$ cat config.mk
export PLATFORM = sky130hd
export DESIGN_NAME = hazard_tracker
export DESIGN_NICKNAME = d
export VERILOG_FILES = /design/src/rtl/hazard_tracker_pkg.sv /design/src/rtl/hazard_stage_reg.sv /design/src/rtl/hazard_tracker.sv
export SDC_FILE = /design/constraint.sdc
export NUM_CORES = 1
export LEC_CHECK = 0
export CAP_MARGIN = 20
export CORE_ASPECT_RATIO = 0.8
export CORE_MARGIN = 3
export CORE_UTILIZATION = 45
export CTS_BUF_LIST = sky130_fd_sc_hd__clkbuf_8
export CTS_CLUSTER_SIZE = 12
export DETAILED_ROUTE_END_ITERATION = 7
export GPL_TIMING_DRIVEN = 1
export HOLD_SLACK_MARGIN = 0.03
export PLACE_DENSITY = 0.79
export SLEW_MARGIN = 20
export SYNTH_ARGS = -nofsm -noshare
export SYNTH_HDL_FRONTEND = slang
export SYNTH_HIERARCHICAL = 1
export SYNTH_SLANG_ARGS = --single-unit
$ cat constraint.sdc
create_clock -name clk -period 1.9 [get_ports clk]
set_input_delay 0.285 -clock clk [delete_from_list [all_inputs] [get_ports clk]]
set_output_delay 0.285 -clock clk [all_outputs]
set_load 0.1 [all_outputs]
$ cat src/rtl/hazard_tracker_pkg.sv
// rtl/hazard_tracker_pkg.sv - shared stage-entry types, NOP constant and hazard state encodings
package hazard_tracker_pkg;

    localparam int REG_IDX_W = 5;

    typedef struct packed {
        logic [REG_IDX_W-1:0] rd;
        logic                 regwrite;
        logic                 memread;
        logic                 memaccess;
    } stage_t;

    localparam int     ENTRY_W   = $bits(stage_t);
    localparam stage_t NOP_ENTRY = '0;

    typedef enum logic [1:0] {
        HZ_RUN        = 2'd0,
        HZ_LOAD_STALL = 2'd1,
        HZ_MEM_WAIT   = 2'd2,
        HZ_FLUSH      = 2'd3
    } hz_state_t;

    // A source only depends on an in-flight load when it names a real (nonzero) register.
    function automatic logic src_hit(input logic [REG_IDX_W-1:0] rs, input stage_t e);
        return (rs != '0) && e.memread && (e.rd == rs);
    endfunction

endpackage

$ cat src/rtl/hazard_stage_reg.sv
// rtl/hazard_stage_reg.sv - one pipeline metadata register; hold wins over clear
module hazard_stage_reg
    import hazard_tracker_pkg::*;
(
    input  logic               clk,
    input  logic               rst_n,
    input  logic               i_hold,
    input  logic               i_clear,
    input  logic [ENTRY_W-1:0] i_d,
    output logic [ENTRY_W-1:0] o_q
);

    logic [ENTRY_W-1:0] r_q;

    always_ff @(posedge clk or negedge rst_n) begin
        if (!rst_n) begin
            r_q <= NOP_ENTRY;
        end else if (!i_hold) begin
            r_q <= i_clear ? NOP_ENTRY : i_d;
        end
    end

    assign o_q = r_q;

endmodule

$ cat src/rtl/hazard_tracker.sv
// rtl/hazard_tracker.sv - destination metadata pipeline with stall/bubble/flush/freeze decisions
module hazard_tracker
    import hazard_tracker_pkg::*;
(
    input  logic        clk,
    input  logic        rst_n,
    input  logic        id_valid,
    input  logic [4:0]  id_rs1,
    input  logic [4:0]  id_rs2,
    input  logic [4:0]  id_rd,
    input  logic        id_regwrite,
    input  logic        id_memread,
    input  logic        id_memaccess,
    input  logic        branch_taken,
    input  logic        mem_ready,
    output logic [4:0]  ID_EX_rd,
    output logic [4:0]  EX_MEM_rd,
    output logic [4:0]  MEM_WB_rd,
    output logic        EX_MEM_CTRL_regwrite,
    output logic        MEM_WB_CTRL_regwrite,
    output logic        stall,
    output logic        bubble,
    output logic        flush_ifid,
    output logic        freeze,
    output logic [1:0]  hz_state,
    output logic [15:0] stall_count
);

    stage_t    w_id_entry;
    stage_t    w_idex;
    stage_t    w_exmem;
    stage_t    w_memwb;
    logic      w_freeze;
    logic      w_branch;
    logic      w_load_use;
    logic      w_unused_memwb;
    hz_state_t w_next_state;
    hz_state_t r_hz_state;
    logic [15:0] r_stall_count;

    assign w_id_entry = '{rd: id_rd, regwrite: id_regwrite, memread: id_memread, memaccess: id_memaccess};

    // Gating with rst_n keeps every decision at 0 while reset is held.
    assign w_freeze   = rst_n & w_exmem.memaccess & ~mem_ready;
    assign w_branch   = rst_n & branch_taken;
    assign w_load_use = rst_n & id_valid &
                        (src_hit(id_rs1, w_idex) | src_hit(id_rs1, w_exmem) |
                         src_hit(id_rs2, w_idex) | src_hit(id_rs2, w_exmem));

    assign freeze     = w_freeze;
    assign flush_ifid = ~w_freeze & w_branch;
    assign bubble     = ~w_freeze & (w_branch | w_load_use);
    assign stall      = w_freeze | (~w_branch & w_load_use);

    hazard_stage_reg u_id_ex (
        .clk     (clk),
        .rst_n   (rst_n),
        .i_hold  (w_freeze),
        .i_clear (w_branch | w_load_use | ~id_valid),
        .i_d     (w_id_entry),
        .o_q     (w_idex)
    );

    hazard_stage_reg u_ex_mem (
        .clk     (clk),
        .rst_n   (rst_n),
        .i_hold  (w_freeze),
        .i_clear (1'b0),
        .i_d     (w_idex),
        .o_q     (w_exmem)
    );

    // While frozen the access has not finished, so nothing retires into MEM/WB.
    hazard_stage_reg u_mem_wb (
        .clk     (clk),
        .rst_n   (rst_n),
        .i_hold  (1'b0),
        .i_clear (w_freeze),
        .i_d     (w_exmem),
        .o_q     (w_memwb)
    );

    assign w_unused_memwb = w_memwb.memread | w_memwb.memaccess;

    always_comb begin
        w_next_state = HZ_RUN;
        if (w_freeze) begin
            w_next_state = HZ_MEM_WAIT;
        end else if (w_branch) begin
            w_next_state = HZ_FLUSH;
        end else if (w_load_use) begin
            w_next_state = HZ_LOAD_STALL;
        end
    end

    always_ff @(posedge clk or negedge rst_n) begin
        if (!rst_n) begin
            r_hz_state    <= HZ_RUN;
            r_stall_count <= '0;
        end else begin
            r_hz_state <= w_next_state;
            if (stall && (r_stall_count != 16'hFFFF)) begin
                r_stall_count <= r_stall_count + 16'd1;
            end
        end
    end

    assign ID_EX_rd             = w_idex.rd;
    assign EX_MEM_rd            = w_exmem.rd;
    assign MEM_WB_rd            = w_memwb.rd;
    assign EX_MEM_CTRL_regwrite = w_exmem.regwrite;
    assign MEM_WB_CTRL_regwrite = w_memwb.regwrite;
    assign hz_state             = r_hz_state;
    assign stall_count          = r_stall_count;

endmodule

==> impl_metrics.toml <==
[final_layout]
seq_area_um2 = 1079
fin_area_um2 = 3862
syn2layout_area_growth_pct = 78.34
multi_input_area_um2 = 1494
fin_util_pct = 87.50
nets = 376
antenna_cells = 0
drive_above_1_share_pct = 57.51
fillers = 204
stdcell_count = 410

[routing]
wl_met1_um = 3383
dr.first_iter.drc_count = 220
wl_met3_um = 652
wl_met2_um = 4122
drc = 0
dr.max_layer_used = "met4"
drt-vias-per-instance = 5.715
wl_per_cell_um = 20.87
vias = 2343
wl_um = 8556
antenna_left = 0
drtPass1Iterations = 5

[floorplanning]
initial_utilization_pct = 49.06
die_h_um = 68.05
ioPinCount = 62
die_area_um2 = 5687
core_um2 = 4414
num_rows = 21
die_x_um = 83.57

[timing]
skew_ns = 0.01597
rsz0062_at_grt = "yes"
tightestPinTransition_ns = 0.5772
final.min_clock_period_ns = 2.412
setup_viol = 27
hold_viol = 0
relSlewSlack_pct = 61.26
setup_ws_ns = -0.5118
timing.fmax_ghz = 0.4146
slew_viol_final = 0
tns_ns = -9.895
finalCritPeriodShare_pct = 126.9

[worst_setup_path]
path_cells = "xnor2_1 -> o211ai_1 -> o22ai_2 -> o2111ai_4 -> buf_12 -> nand2_8 -> buf_12"
worst_setup_path_start_kind = "flop"
cp.arrival_ns = 2.13
crit_family = "compound AO/OA/AOI/OAI gates"
path_common_cell = "buf_12"
slowest_delay_ns = 0.51
crit_required_ns = 1.62
path_buf_inv = 2
path_class = "flop to output port"
worstSetupEndpointType = "output port"
critPathMaxFanout = 6
crit_slowest_cell = "dfrtp_4"

[placed_design]
io_buffers = 61
dpl_cell_area_um2 = 3327
place_congestion = 0.8599
post-place-cells = 384
dp_slack_ns = -0.7434
dp_hpwl_um = 4767

[power_and_ir_drop]
leakagePower_nw = 1.745
p_per_area_nw_per_um2 = 641.8
vdd_drop_max_uv = 691.8

[cts]
cts_buffers = 5
clk_pin_slew_worst_paths_ns = 0.09
cts_htree_levels = 2
clk_latency_ns = 0.29
cts_tree = "yes"
clockBufferDepth = 2
clockRootBuffer = "clkbuf_8"
cts.sinks = 40

[worst_hold_path]
hold_class = "input pin to asynchronous set/reset pin"

[flow_run]
cap_violations = 0

[status]
violations = "negative setup slack"
outcome = "finished, violations left"

[grt]
grt.total_usage_pct = 26.69
grt_pass1_wl_um = 11670
grt_max_degree = 25
grt_overflow = 0
grt_pass1_vias = 2272
antenna_found_initial = 0

[logic_synthesis]
netlist_area_um2 = 2166
ys_warn_count = 6
synth_cells = 215
synth_area_per_cell_um2 = 10.07
[cells in the final DEF (no fill, tap or decap), types with 8 or more instances in the layout]
cell / instances
buf_12: 8
dfrtp_1: 14
xnor2_1: 16
xor2_1: 12
o21ai_2: 9
conb_1: 13
dfrtp_2: 8
nand2_1: 32
clkdlybuf4s50_1: 11
buf_4: 83
o21ai_0: 10
nand2b_1: 13
dfrtp_4: 18
buf_6: 12
[registers in the layout, summed over array words and instances (netlist names)]
name,count
hz_state,2
u_mem_wb/o_q,6
u_id_ex/o_q,8
u_ex_mem/o_q,8
stall_count,16
[routing by layer]
layer	up-vias	track usage, %
li1	1017	-
met1	1129	33.89
met2	154	46.53
met3	43	5.295
met4	0	9.036
met5	-	0
[per-stage QoR]
stage               hold WS (ns)  total power (W)
CTS                      0.03046         0.002397
global route             0.03194         0.002548
finish                   0.01979         0.002479
floorplan               -0.01059         0.001474
global placement          0.3134         0.001750
detailed placement        0.3112         0.001763
[timing repair]
item / CTS / global route
gates resized for setup: 80 / 12
endpoints found under the setup margin: 27 / 28
pin swaps: 32 / 9
cloned: 1 / 0
hold buffers: 0 / 0
setup buffers: 8 / 9
[report_power, final]
group,switching [W],internal [W]
clock network,0.000315,0.000327
logic,0.000569,0.000295
registers,0.0000524,0.000920
[cell type report]
type                       count  area share, %
clock inverter                 1        0.09718
multi-input combinational    179          38.68
sequential                    40          27.92
inverter                       3         0.3887
clock buffer                   7          2.494
tap                           57          1.846
timing repair buffer         123          28.57
[final timing paths]
kind	cells after the start	to	slack (ns)	startpoint
setup / recovery	7	stall	-0.51	u_id_ex/o_q[6]
hold / removal	2	u_ex_mem/o_q[5]	0.02	rst_n
setup reg to reg	8	stall_count[13]	-0.51	u_id_ex/o_q[6]
hold reg to reg	1	stall_count[15]	0.50	stall_count[15]
max in group asynchronous	2	u_ex_mem/o_q[6]	1.47	rst_n
min in group clk	1	stall_count[15]	0.50	stall_count[15]
(Power assumes the default switching activity.)
